File: src/rtl/register_file.sv
// 32 x DATA_WIDTH two-read/one-write register file, x0 hardwired to zero.
// Reads are combinational with no write bypass; a write lands on the rising edge and reset overrides it.
module register_file #(
   parameter int DATA_WIDTH = 32,
   parameter int ADDR_WIDTH = 5
) (
   input  logic                  clk,
   input  logic                  rst,
   input  logic                  regWrite,
   input  logic [ADDR_WIDTH-1:0] readAddr0,
   input  logic [ADDR_WIDTH-1:0] readAddr1,
   input  logic [ADDR_WIDTH-1:0] writeAddr,
   input  logic [DATA_WIDTH-1:0] dataIn,
   output logic [DATA_WIDTH-1:0] dataOut0,
   output logic [DATA_WIDTH-1:0] dataOut1
);

   localparam int DEPTH = 1 << ADDR_WIDTH;

   logic [DATA_WIDTH-1:0] regs_q [DEPTH];
   logic [DATA_WIDTH-1:0] regs_d [DEPTH];

   // Entry 0 is never written, and the read mux masks it so x0 is zero even before reset.
   always_comb begin
      regs_d = regs_q;
      if (regWrite && (writeAddr != '0)) begin
         regs_d[writeAddr] = dataIn;
      end
   end

   always_ff @(posedge clk) begin
      if (rst) begin
         regs_q <= '{default: '0};
      end else begin
         regs_q <= regs_d;
      end
   end

   assign dataOut0 = (readAddr0 == '0) ? '0 : regs_q[readAddr0];
   assign dataOut1 = (readAddr1 == '0) ? '0 : regs_q[readAddr1];

endmodule

File: config.mk
export PLATFORM = sky130hd
export DESIGN_NAME = register_file
export DESIGN_NICKNAME = d
export VERILOG_FILES = /design/src/rtl/register_file.sv
export SDC_FILE = /design/constraint.sdc
export NUM_CORES = 2
export LEC_CHECK = 0
export ABC_CLOCK_PERIOD_IN_PS = 5600
export CORE_UTILIZATION = 50
export DETAILED_ROUTE_END_ITERATION = 12
export PLACE_DENSITY = 0.75
export SLEW_MARGIN = 20
export SYNTH_ARGS = -nofsm -noshare
export SYNTH_HDL_FRONTEND = slang
export SYNTH_SLANG_ARGS = --single-unit
File: constraint.sdc
create_clock -name clk -period 5.6 [get_ports clk]
set_input_delay 0.84 -clock clk [delete_from_list [all_inputs] [get_ports clk]]
set_output_delay 0.84 -clock clk [all_outputs]
set_load 0.01 [all_outputs]
== After elaboration in Yosys (flattened, before gate mapping) ==
Cells that the tools add are included.

* Register bits after elaboration: 1024
* Input bits: 50
* Word-level logic and storage cells: 55

* $lt $le $gt $ge: 4
* Multiplexer cells: 11
* Bitwise gates (word level): 3
* Reductions and logical operators: 5

{| class="wikitable"
|+ Operator list
! operator !! count
|-
| bitwise mux 1024 bit || 1
|-
| binary-select mux 32 bit (select 5 bit) || 2
|-
| two-way mux 32 bit || 7
|-
| demux 32 bit (select 5 bit) || 1
|-
| >= comparator 6 bit (second input constant) || 3
|-
| inverter 5 -> 6 bit || 3
|-
| zero test 5 bit || 2
|-
| less-than comparator 6 x 1 -> 1 bit (second input constant) || 1
|-
| nonzero test 5 bit || 1
|-
| logical AND 1 bit || 2
|}

== Depth between registers and ports, before layout ==
* Depth in word-level cells: 6
* Depth in mapped cells: 9
* Gate-level depth less buffers: 4

== Least setup slack after synthesis ==
Ideal clock, no wire load.

* Path kind: input-to-output
* Start: in readAddr0[0]
* End: out dataOut0[0]
* Arrival time: 2.396 ns
* Required time: 4.760 ns
* Slack: 2.364 ns
* Stages on the path: 6
* Cell sequence: buf_6 -> buf_6 -> buf_2 -> mux4_2 -> a2111oi_2 -> nor3_1

* Word-level cells in the longest chain between the ends: 5
* Elaborated cells on any way between the ends: 6
* Those cells by class: 4 x mux; 1 x bitwise; 1 x reduce/logical

{| class="wikitable"
|+ Ends and longest elaborated chain
! element !! line !! text
|-
| start: declaration || 10 || <nowiki>input logic [ADDR_WIDTH-1:0] readAddr0,</nowiki>
|-
| inverter 5 -> 6 bit (implied by the code) || 39 || <nowiki>assign dataOut0 = (readAddr0 == '0) ? '0 : regs_q[readAddr0];</nowiki>
|-
| binary-select mux 32 bit (select 5 bit) || 39 ||
|-
| two-way mux 32 bit (implied by the code) (2 in series) || 39 ||
|-
| two-way mux 32 bit (*) || 39 ||
|-
| end: declaration || 14 || <nowiki>output logic [DATA_WIDTH-1:0] dataOut0,</nowiki>
|}

Mark *: on every way between the ends. The rest lies on a longest branch, timed or not. The select of a mux whose other input is x is not followed.

== Worst setup path in the final report ==
* Start: in readAddr0[3]
* End: out dataOut0[3]

The elaborated chain is that of the path after synthesis.

==> reports/qor.log <==
INFO  yosys          post_synth_num_cell_types=45
INFO  floorplan      core-area=103000um^2
INFO  sta            worst_slew_pin_slew=1300ps
INFO  outcome        status=complete, but fails checks
INFO  sta            hold-worst-slack=463ps
INFO  place          port_buffers=113
INFO  clocking       insertion_delay=690ps
INFO  clocking       cts_max_path_buffers=3
INFO  worst_hold_path hold_path.class=flop to flop
INFO  drt            vias=48900
INFO  final_layout   layout_utilization=0.558
INFO  yosys          netlist_area=52100um^2
INFO  floorplan      die_height=325um
INFO  setup_path     crit_path_cell_trace=clkdlybuf4s50_1 -> nand3b_1 -> buf_4 -> o22ai_1 -> a2111oi_0 -> nor3_1 -> clkdlybuf4s50_1
INFO  sta            clock_skew=0ps
INFO  sta            unrepaired_setup_endpoints_after_global_routing=no
INFO  worst_hold_path hold_path.startpoint=regs_q[550]$_SDFFE_PP0P_
INFO  setup_path     critPathLaunch=readAddr0[3]
INFO  yosys          mappedNetlistNets=6034
INFO  final_layout   largest_reg_flops=1024
INFO  grt            grt_max_degree=176
INFO  clocking       htreeDepth=3
INFO  yosys          seq_area_frac_synth=0.394
INFO  setup_path     critical-path-top-delay-family=buffers and inverters
INFO  setup_path     data_required_time_of_the_worst_path=4760ps
INFO  grt            first_global_vias=45800
INFO  final_layout   syn_to_final_growth=10.7%
INFO  clocking       clk_pin_slew=60ps
INFO  yosys          yosysWarnings=0
INFO  final_layout   post-route-cell-area=57600um^2
INFO  yosys          synthFlopType=sky130_fd_sc_hd__dfxtp_1
INFO  setup_path     worst-path-max-fanout=16
INFO  grt            gr-total-overflow=0
INFO  setup_path     cpMostUsedCell=sky130_fd_sc_hd__clkdlybuf4s50_1
INFO  yosys          synth-seq-cells=1024
INFO  place          dpl_cell_area=53800um^2
INFO  setup_path     r2r-start=regs_q[732]$_SDFFE_PP0P_
INFO  drt            avgRoutedWirePerCell=27.4um
INFO  yosys          synth_cells=5984
INFO  clocking       clk_root_buffer_cell=sky130_fd_sc_hd__clkbuf_16
INFO  sta            slew_headroom=0.134
INFO  clocking       tritoncts_clock_tree=done
INFO  setup_path     critPathSlowestCell=sky130_fd_sc_hd__a2111oi_0
INFO  sta            max_slew_violation_count=0
INFO  outcome        violations=setup timing
INFO  clocking       numCtsBuffers=105
INFO  yosys          synth_top_area_frac=0.394
INFO  setup_path     critical_path_class=input port to output pin
INFO  sta            finalWorstPathRequiredPeriod=5760ps
INFO  yosys          avgSynthCellArea=8.70um^2
INFO  yosys          synth_enable_flop_cells=0
INFO  place          place.gp.congestion=0.975
INFO  pwr            worst_ir_drop_vdd=0.000268V
INFO  pwr            cellPowerDensity=289nW/um^2
INFO  yosys          post_synth_most_frequent_cells=sky130_fd_sc_hd__nand2_1 (2029), sky130_fd_sc_hd__a21oi_1 (1032), sky130_fd_sc_hd__dfxtp_1 (1024)
INFO  setup_path     worst_ep_arrival_time=4920ps
INFO  floorplan      std_cell_rows=118
INFO  drt            vias_per_cell=6.77
INFO  setup_path     setup.worst_path.start_class=input port
INFO  grt            grtUsageTotal=0.361
INFO  pwr            overall_power=16.7mW
INFO  drt            post_route_antenna_net_violation_count=0
INFO  sta            final_min_period_over_clock_period=1.03
INFO  final_layout   final.fill_count=8809
INFO  sta            final-setup-viol-count=7
INFO  sta            maximum_achievable_frequency=174MHz
INFO  floorplan      total_die_area=105000um^2
INFO  yosys          synth_top_area_cell=sky130_fd_sc_hd__dfxtp_1
INFO  drt            drt_drc_violations_left=0
INFO  drt            drt_pre_antenna_iters=9
INFO  setup_path     path_buf_inv=3
INFO  drt            finalWirelength=198mm
INFO  final_layout   final_net_count=5794
INFO  grt            grt_antenna_before_repair=18
INFO  sta            hold_violations=0
INFO  grt            grt_pass1_wl=290mm
INFO  setup_path     cp_slowest_stage_delay=1040ps
INFO  final_layout   multi_input_logic_area=28900um^2
INFO  place          dp.final_hpwl=120mm
INFO  final_layout   largest-register=regs_q
INFO  final_layout   share_of_layout_cells_above_drive_strength_1=0.143
INFO  setup_path     crit_path_end_kind=output pin
INFO  clocking       tritoncts_num_sinks=1024
INFO  yosys          netlist_top_cells_area=sky130_fd_sc_hd__dfxtp_1 (39%), sky130_fd_sc_hd__mux4_2 (15%), sky130_fd_sc_hd__nand2_1 (15%), sky130_fd_sc_hd__a21oi_1 (9.9%), sky130_fd_sc_hd__mux2i_1 (6.3%)
INFO  drt            drt-initial-drc-count=8576
INFO  pwr            leakage=18.9nW
INFO  final_layout   regArea=20500um^2
INFO  sta            postLayoutSetupSlackWorst=-162ps
INFO  floorplan      fp.dieW=325um
INFO  yosys          synth_most_common_cell=sky130_fd_sc_hd__nand2_1
INFO  job            drv_cap=0
INFO  final_layout   largest_registers=regs_q (1024)
INFO  yosys          synthArstFlopShare=0
INFO  floorplan      effective_utilization_at_floorplan=0.504
INFO  floorplan      io_pins=114
==> area by class of cell <==
| class | count | share of cell area |
|---|---|---|
| multi-input combinational | 4330 | 0.501 |
| sequential | 1024 | 0.356 |
| clock buffer | 133 | 0.0506 |
| timing repair buffer | 282 | 0.0473 |
| tap | 1380 | 0.0300 |
| clock inverter | 62 | 0.0152 |
| antenna | 5 | 0.000217 |
| inverter | 1 | 0.0000651 |
==> final timing paths <==
check	to	slack [ps]	cells after the start
setup reg to reg	regs_q[732]$_SDFFE_PP0P_	4830	2
hold / removal	regs_q[550]$_SDFFE_PP0P_	460	2
setup / recovery	dataOut0[3]	-160	7
hold reg to reg	regs_q[550]$_SDFFE_PP0P_	460	2
==> where the power goes <==
part,switching (mW),internal [mW]
Clock,3.14,4.65
Combinational,1.01,0.483
Sequential,0.0416,7.33
Total,4.20,12.5
==> logic make-up (layout without fill, tap and decap cells) <==
| kind of cell | after synthesis | in the layout | synth area share |
|---|---|---|---|
| buf+inv | 630 | 478 | 0.0567 |
| flops | 1024 | 1024 | 0.394 |
| simple gates | 2242 | 2242 | 0.171 |
| compound gates | 1371 | 1371 | 0.152 |
| mux | 717 | 717 | 0.226 |
| other cells | 0 | 5 | 0 |
==> routing by layer <==
metal,global-route usage,share of wire,vias up,wire (um)
met5,0,0.00080,-,159
met3,0.134,0.17,975,33500
met2,0.519,0.42,4177,82300
met4,0.215,0.068,24,13500
li1,-,-,20400,-
met1,0.462,0.35,23300,68500
==> tightest hold or removal path, stage by stage (launching register included) <==
cell                      delay [ps]
sky130_fd_sc_hd__dfxtp_1         310
sky130_fd_sc_hd__nand2_1          50
sky130_fd_sc_hd__a21oi_1          50
==> stage by stage <==
stage	setup WS, ps	TNS (ps)	cells
3_3_place_gp	-42.2	-77.6	7016
5_1_grt	34.5	0	7215
3_5_place_dp	-292	-380	7016
6_report	-162	-506	7217
2_1_floorplan	2360	0	5984
4_1_cts	142	0	7211
==> layout by cell type, fill, tap and decap left out, types with 5 or more instances in the layout <==
cell | synthesis | routed
sky130_fd_sc_hd__a22o_1 | 55 | 55
sky130_fd_sc_hd__a31oi_1 | 16 | 16
sky130_fd_sc_hd__a2111oi_2 | 22 | 22
sky130_fd_sc_hd__a311oi_1 | 6 | 6
sky130_fd_sc_hd__clkinv_2 | 0 | 27
sky130_fd_sc_hd__and2_1 | 11 | 6
sky130_fd_sc_hd__nand2_2 | 0 | 13
sky130_fd_sc_hd__mux2i_1 | 328 | 328
sky130_fd_sc_hd__nor2b_1 | 74 | 70
sky130_fd_sc_hd__clkdlybuf4s50_1 | 0 | 105
sky130_fd_sc_hd__a22oi_1 | 100 | 100
sky130_fd_sc_hd__nand2_1 | 2029 | 2015
sky130_fd_sc_hd__diode_2 | 0 | 5
sky130_fd_sc_hd__clkinvlp_4 | 0 | 10
sky130_fd_sc_hd__clkbuf_16 | 0 | 107
sky130_fd_sc_hd__clkbuf_8 | 0 | 15
sky130_fd_sc_hd__mux4_1 | 6 | 6
sky130_fd_sc_hd__nor3_1 | 42 | 39
sky130_fd_sc_hd__a211oi_1 | 58 | 57
sky130_fd_sc_hd__buf_12 | 0 | 25
sky130_fd_sc_hd__o22ai_1 | 45 | 45
sky130_fd_sc_hd__a21oi_1 | 1032 | 1032
sky130_fd_sc_hd__nor2_4 | 0 | 20
sky130_fd_sc_hd__buf_4 | 32 | 147
sky130_fd_sc_hd__mux4_2 | 357 | 357
sky130_fd_sc_hd__nand3_1 | 8 | 7
sky130_fd_sc_hd__a2111oi_0 | 8 | 6
sky130_fd_sc_hd__nor4_1 | 17 | 17
sky130_fd_sc_hd__mux2_2 | 26 | 26
sky130_fd_sc_hd__dfxtp_1 | 1024 | 1024
sky130_fd_sc_hd__clkbuf_1 | 424 | 12
sky130_fd_sc_hd__and2_2 | 0 | 7
sky130_fd_sc_hd__bufinv_16 | 0 | 21
sky130_fd_sc_hd__o221ai_1 | 26 | 26
==> timing repair <==
action                                  4_1_cts  5_1_grt
resized for setup                             2        0
buffers inserted                              0        0
endpoints found under the setup margin        2        0
hold buffers                                  0        0
(Power assumes the default switching activity.)
